--- src/rtl/seg_number_formatter.sv ---
// rtl/seg_number_formatter.sv - signed 16-bit value plus prefix to eight seven-segment character slots

// Character codes shared with seven_seg_display_driver; digits sit at their own numeric value.
typedef enum logic [4:0] {
  CHAR_0    = 5'd0,
  CHAR_1    = 5'd1,
  CHAR_2    = 5'd2,
  CHAR_3    = 5'd3,
  CHAR_4    = 5'd4,
  CHAR_5    = 5'd5,
  CHAR_6    = 5'd6,
  CHAR_7    = 5'd7,
  CHAR_8    = 5'd8,
  CHAR_9    = 5'd9,
  CHAR_A    = 5'd10,
  CHAR_B    = 5'd11,
  CHAR_C    = 5'd12,
  CHAR_D    = 5'd13,
  CHAR_E    = 5'd14,
  CHAR_F    = 5'd15,
  CHAR_H    = 5'd16,
  CHAR_L    = 5'd17,
  CHAR_P    = 5'd18,
  CHAR_U    = 5'd19,
  CHAR_DASH = 5'd20,
  CHAR_BLK  = 5'd21
} code_t;

module seg_number_formatter #(
  parameter int unsigned BLINK_DIV = 25_000_000
) (
  input  logic            clk,
  input  logic            rst_n,
  input  logic            req_valid,
  output logic            req_ready,
  input  logic [15:0]     value,
  input  code_t [1:0]     prefix,
  input  logic [7:0]      blink_sel,
  output code_t [7:0]     display_data,
  output logic [7:0]      blink_mask,
  output logic            busy
);

  localparam int CW = (BLINK_DIV > 1) ? $clog2(BLINK_DIV) : 1;
  localparam logic [CW-1:0] CNT_LAST = CW'(BLINK_DIV - 1);

  typedef enum logic [1:0] {
    S_IDLE,
    S_CONV,
    S_FMT
  } state_t;

  state_t        state;
  state_t        state_nxt;
  logic          accept;

  logic [15:0]   mag;
  logic [19:0]   bcd;
  logic [19:0]   bcd_adj;
  logic [3:0]    iter;
  logic          neg;
  code_t [1:0]   prefix_q;
  logic [7:0]    blink_sel_q;

  code_t [7:0]   fmt_data;
  logic [4:0]    keep;

  logic [CW-1:0] blink_cnt;
  logic [CW-1:0] blink_cnt_nxt;
  logic          phase;
  logic          phase_nxt;
  logic [7:0]    blink_active;
  logic [7:0]    blink_active_nxt;

  assign req_ready = (state == S_IDLE);
  assign busy      = ~req_ready;

  // One display slot: a digit when significant, otherwise the sign dash or a blank.
  function automatic code_t slot_char(input logic [3:0] d, input logic show, input logic dash);
    if (show) begin
      return code_t'({1'b0, d});
    end else if (dash) begin
      return CHAR_DASH;
    end else begin
      return CHAR_BLK;
    end
  endfunction

  // State register; reset abandons any conversion in flight.
  always_ff @(posedge clk or negedge rst_n) begin
    if (!rst_n) begin
      state <= S_IDLE;
    end else begin
      state <= state_nxt;
    end
  end

  // Next-state logic: accept in IDLE, 16 shift cycles, one format cycle.
  always_comb begin
    state_nxt = state;
    accept    = 1'b0;
    case (state)
      S_IDLE: begin
        if (req_valid) begin
          accept    = 1'b1;
          state_nxt = S_CONV;
        end
      end
      S_CONV: begin
        if (iter == 4'd15) begin
          state_nxt = S_FMT;
        end
      end
      S_FMT: begin
        state_nxt = S_IDLE;
      end
      default: begin
        state_nxt = S_IDLE;
      end
    endcase
  end

  // Double-dabble correction: any BCD nibble of 5 or more gets 3 added before the shift.
  always_comb begin
    bcd_adj = bcd;
    for (int i = 0; i < 5; i++) begin
      if (bcd[4*i +: 4] >= 4'd5) begin
        bcd_adj[4*i +: 4] = bcd[4*i +: 4] + 4'd3;
      end
    end
  end

  // Request latch and shift engine; magnitude of -32768 is 16'h8000 read as unsigned.
  always_ff @(posedge clk or negedge rst_n) begin
    if (!rst_n) begin
      mag         <= 16'd0;
      bcd         <= 20'd0;
      iter        <= 4'd0;
      neg         <= 1'b0;
      prefix_q[1] <= CHAR_BLK;
      prefix_q[0] <= CHAR_BLK;
      blink_sel_q <= 8'd0;
    end else if (accept) begin
      mag         <= value[15] ? (~value + 16'd1) : value;
      bcd         <= 20'd0;
      iter        <= 4'd0;
      neg         <= value[15];
      prefix_q    <= prefix;
      blink_sel_q <= blink_sel;
    end else if (state == S_CONV) begin
      {bcd, mag} <= {bcd_adj, mag} << 1;
      iter       <= iter + 4'd1;
    end
  end

  // keep[i] is set when digit i or any higher digit is non-zero; slot 0 always shows.
  always_comb begin
    keep    = 5'd0;
    keep[4] = |bcd[19:16];
    keep[3] = keep[4] | (|bcd[15:12]);
    keep[2] = keep[3] | (|bcd[11:8]);
    keep[1] = keep[2] | (|bcd[7:4]);
    keep[0] = 1'b1;
  end

  // Slot assembly: prefix, then the dash just left of the most significant digit, then digits.
  always_comb begin
    for (int i = 0; i < 8; i++) begin
      fmt_data[i] = CHAR_BLK;
    end
    fmt_data[7] = prefix_q[1];
    fmt_data[6] = prefix_q[0];
    fmt_data[5] = slot_char(4'd0,        1'b0,    neg & keep[4]);
    fmt_data[4] = slot_char(bcd[19:16],  keep[4], neg & ~keep[4] & keep[3]);
    fmt_data[3] = slot_char(bcd[15:12],  keep[3], neg & ~keep[3] & keep[2]);
    fmt_data[2] = slot_char(bcd[11:8],   keep[2], neg & ~keep[2] & keep[1]);
    fmt_data[1] = slot_char(bcd[7:4],    keep[1], neg & ~keep[1] & keep[0]);
    fmt_data[0] = slot_char(bcd[3:0],    1'b1,    1'b0);
  end

  // Display register updates in a single edge so the driver never sees a half-written value.
  always_ff @(posedge clk or negedge rst_n) begin
    if (!rst_n) begin
      for (int i = 0; i < 8; i++) begin
        display_data[i] <= CHAR_DASH;
      end
    end else if (state == S_FMT) begin
      display_data <= fmt_data;
    end
  end

  // Blink timer next state; the format edge restarts it lit so a new value is seen at once.
  always_comb begin
    blink_cnt_nxt    = blink_cnt;
    phase_nxt        = phase;
    blink_active_nxt = blink_active;
    if (state == S_FMT) begin
      blink_cnt_nxt    = '0;
      phase_nxt        = 1'b1;
      blink_active_nxt = blink_sel_q;
    end else if (blink_cnt == CNT_LAST) begin
      blink_cnt_nxt = '0;
      phase_nxt     = ~phase;
    end else begin
      blink_cnt_nxt = blink_cnt + 1'b1;
    end
  end

  // Blink registers; the mask is computed from next-state values so it tracks phase exactly.
  always_ff @(posedge clk or negedge rst_n) begin
    if (!rst_n) begin
      blink_cnt    <= '0;
      phase        <= 1'b1;
      blink_active <= 8'd0;
      blink_mask   <= 8'hFF;
    end else begin
      blink_cnt    <= blink_cnt_nxt;
      phase        <= phase_nxt;
      blink_active <= blink_active_nxt;
      blink_mask   <= ~blink_active_nxt | {8{phase_nxt}};
    end
  end

endmodule

--- config.mk ---
export PLATFORM = sky130hd
export DESIGN_NAME = seg_number_formatter
export DESIGN_NICKNAME = d
export VERILOG_FILES = /design/src/rtl/seg_number_formatter.sv
export SDC_FILE = /design/constraint.sdc
export NUM_CORES = 1
export LEC_CHECK = 0
export ABC_AREA = 1
export CAP_MARGIN = 20
export CORE_AREA = 2 2 93 161
export CTS_BUF_LIST = sky130_fd_sc_hd__clkbuf_16
export DETAILED_ROUTE_END_ITERATION = 12
export DIE_AREA = 0 0 95 163
export PLACE_DENSITY = 0.75
export SYNTH_ARGS = -nofsm -noshare
export SYNTH_HDL_FRONTEND = slang
export SYNTH_SLANG_ARGS = --single-unit
export TNS_END_PERCENT = 1
--- constraint.sdc ---
create_clock -name clk -period 1.8 [get_ports clk]
set_clock_uncertainty 0.15 [all_clocks]
set_input_delay 0.27 -clock clk [delete_from_list [all_inputs] [get_ports clk]]
set_output_delay 0.27 -clock clk [all_outputs]
set_load 0.03 [all_outputs]
==> out/qor.yml <==
timing:
  setup_viol: 0
  slew_violations: 0
  finalCriticalPeriod_ns: 1.78
  finalCritPeriodShare_pct: 99.0
  fmax_ghz: 0.561
  finalHoldViolCount: 0
  rsz0062_at_grt: "yes"
  layout_setup_ws_ns: 0.0180
finish:
  post-route-util_pct: 62.6
  antenna-diode-count: 0
  area_delta_synth_final_pct: 28.8
  nNetsFinal: 1038
  drive_gt1_share_pct: 16.1
synth:
  async_reset_ff_share_pct: 100
  syn_inst: 856
  synth_ff_type: "dfrtp_1"
  synth_common_cells: "nand2_1, dfrtp_1, nor2_1"
  synth.most_common_cell: "nand2_1"
  synth_cell_types: 46
  synth_area_leaders: "dfrtp_1, nand2_1, dfstp_2, o21ai_0, nor2_1"
  synth_top_area_share_pct: 39.6
  synth-edff-count: 0
  netlist_area_mm2: 0.00694
  postSynthAreaPerCell_um2: 8.11
  ys_seq_elements: 139
  synth-seq-area-share_pct: 50.6
  yosysTopAreaCell: "dfrtp_1"
  yosysWarningCount: 0
worst_setup_path:
  critPathBufInv: 1
  r2r_slack_ns: 0.06
  cp_top_family: "flip-flops"
  slowest_stage: "dfstp_2"
  cp.arrival_ns: 1.36
  cp_max_fo: 2
  cp_cell_sequence: "dlygate4sd2_1"
  end_kind: "output port"
  worstPathRequired_ns: 1.38
  path_class: "reg -> out"
  start_kind: "register"
  cp_slowest_stage_delay_ns: 0.54
floorplan:
  io_pins: 87
  die_h_um: 163
  core_mm2: 0.0143
  dieArea_mm2: 0.0155
  rows: 58
  start_util_pct: 48.6
  die_x_um: 95
clock_network:
  cts_tree: "done"
  cts_root_buffer: "clkbuf_16"
  clock_latency_ns: 0.42
  clk_path_buf_depth: 2
  h-tree-depth: 4
  clkTransAtPathRegs_ns: 0.06
  cts_sinks: 139
  numCtsBuffers: 17
route:
  wire_per_inst_um: 14.7
  drt_iter0_markers: 349
  num_vias: 6127
  viasPerCell: 5.20
  routed_wl_um: 17300
  antenna_left: 0
  drcViolationCount: 0
  first_pass_iters: 4
flow_run:
  maxCapViolCount: 0
pwr:
  ir_drop_mv: 0.591
  power.density_mw_per_mm2: 1510
  leakagePower_uw: 0.00427
place:
  gp_congestion: 0.893
  port_buffers: 82
  pre_cts_ws_ns: -0.185
  dp_hpwl_um: 12600
global_route:
  gr-total-overflow: 0
  grt_max_degree: 52
  grt_pass1_vias: 6117
  grt_antenna_before_repair: 0
  grt_pass1_wl_um: 28600
  grt_use_total_pct: 23.8
min_path:
  min_path_type: "in -> async"
outcome:
  status: "finished, final reports clean"
-- timing repair --
item / 4_1_cts / 5_1_grt
resized for setup: 46 / 24
setup buffers: 0 / 3
hold buffers: 1 / 0
pin swaps: 0 / 5
setup endpoints to repair: 48 / 40
hold endpoints to repair: 115 / 0
-- kinds of logic after synthesis --
group | after synthesis | synth area share (%)
and+or+nand+nor | 426 | 26.2
DFF | 139 | 50.6
AOI/OAI and AO/OA | 134 | 10.6
buffers and inverters | 121 | 7.33
xor gates and xnor gates | 18 | 2.27
adders and majority gates | 16 | 2.88
other | 2 | 0.108
-- report_power, final --
group / switching [uW] / internal [uW]
clock: 1370 / 2180
sequential: 621 / 4300
combinational: 3170 / 1870
total: 5170 / 8350
-- state kept, by name, indices dropped and copies added, names as in the netlist --
| signal | count |
|---|---|
| bcd | 20 |
| blink_active | 8 |
| blink_cnt | 25 |
| blink_mask | 8 |
| blink_sel_q | 8 |
| display_data | 36 |
| fmt_data | 10 |
| iter | 4 |
| mag | 16 |
| neg | 1 |
| phase | 1 |
| state | 2 |
-- metrics by stage --
stage                     area (um2)  TNS, ns  power [uW]  cells  hold slack (ns)
after global placement          8300   -0.620        9800   1142          0.00964
after CTS                       8860  -0.0438       13400   1175            0.156
after detailed placement        8300    -1.19        9990   1142           0.0128
final                           8940        0       13500   1178            0.141
after floorplan                 6950        0        8130    858           -0.176
after global routing            8940   -0.160       14400   1178            0.170
-- cell type report --
cell class | count | area (um2)
clock buffers | 17 | 425
clock inverters | 15 | 173
fillers | 1209 | 5350
inverters | 92 | 353
multi-input cells | 598 | 2990
flip-flops and latches | 139 | 3510
well taps | 180 | 225
repair buffers | 137 | 1260
-- metal layers --
layer	up-vias	GRT usage, %	wire length (um)	part of all wire [%]
met4	0	10.5	614	3.5
met2	124	45.0	9780	56
met1	2947	24.9	6460	37
met3	44	4.12	491	2.8
li1	3012	-	-	-
met5	-	0	0	0
-- worst paths after layout --
check,from,to,cells after the start
setup / recovery,display_data[7],display_data[7],1
hold reg to reg,display_data[4],display_data[4],2
min in group clk,prefix[0],fmt_data[30],3
setup reg to reg,bcd[17],display_data[5],10
max in group asynchronous,rst_n,fmt_data[35],3
hold / removal,rst_n,fmt_data[36],2
-- placed cells by master (no fill, tap or decap), drive strengths merged, types with 7 or more instances in the layout --
cell type / instances
nand2: 256
dfrtp: 110
inv: 95
o21ai: 95
nor2: 92
buf: 58
dlygate4sd2: 42
nand3: 39
clkdlybuf4s50: 35
dfstp: 29
nand4: 20
clkbuf: 17
a21oi: 16
ha: 16
xor2: 14
nor3: 14
clkinv: 7
Power figures use the tool's default switching activity.
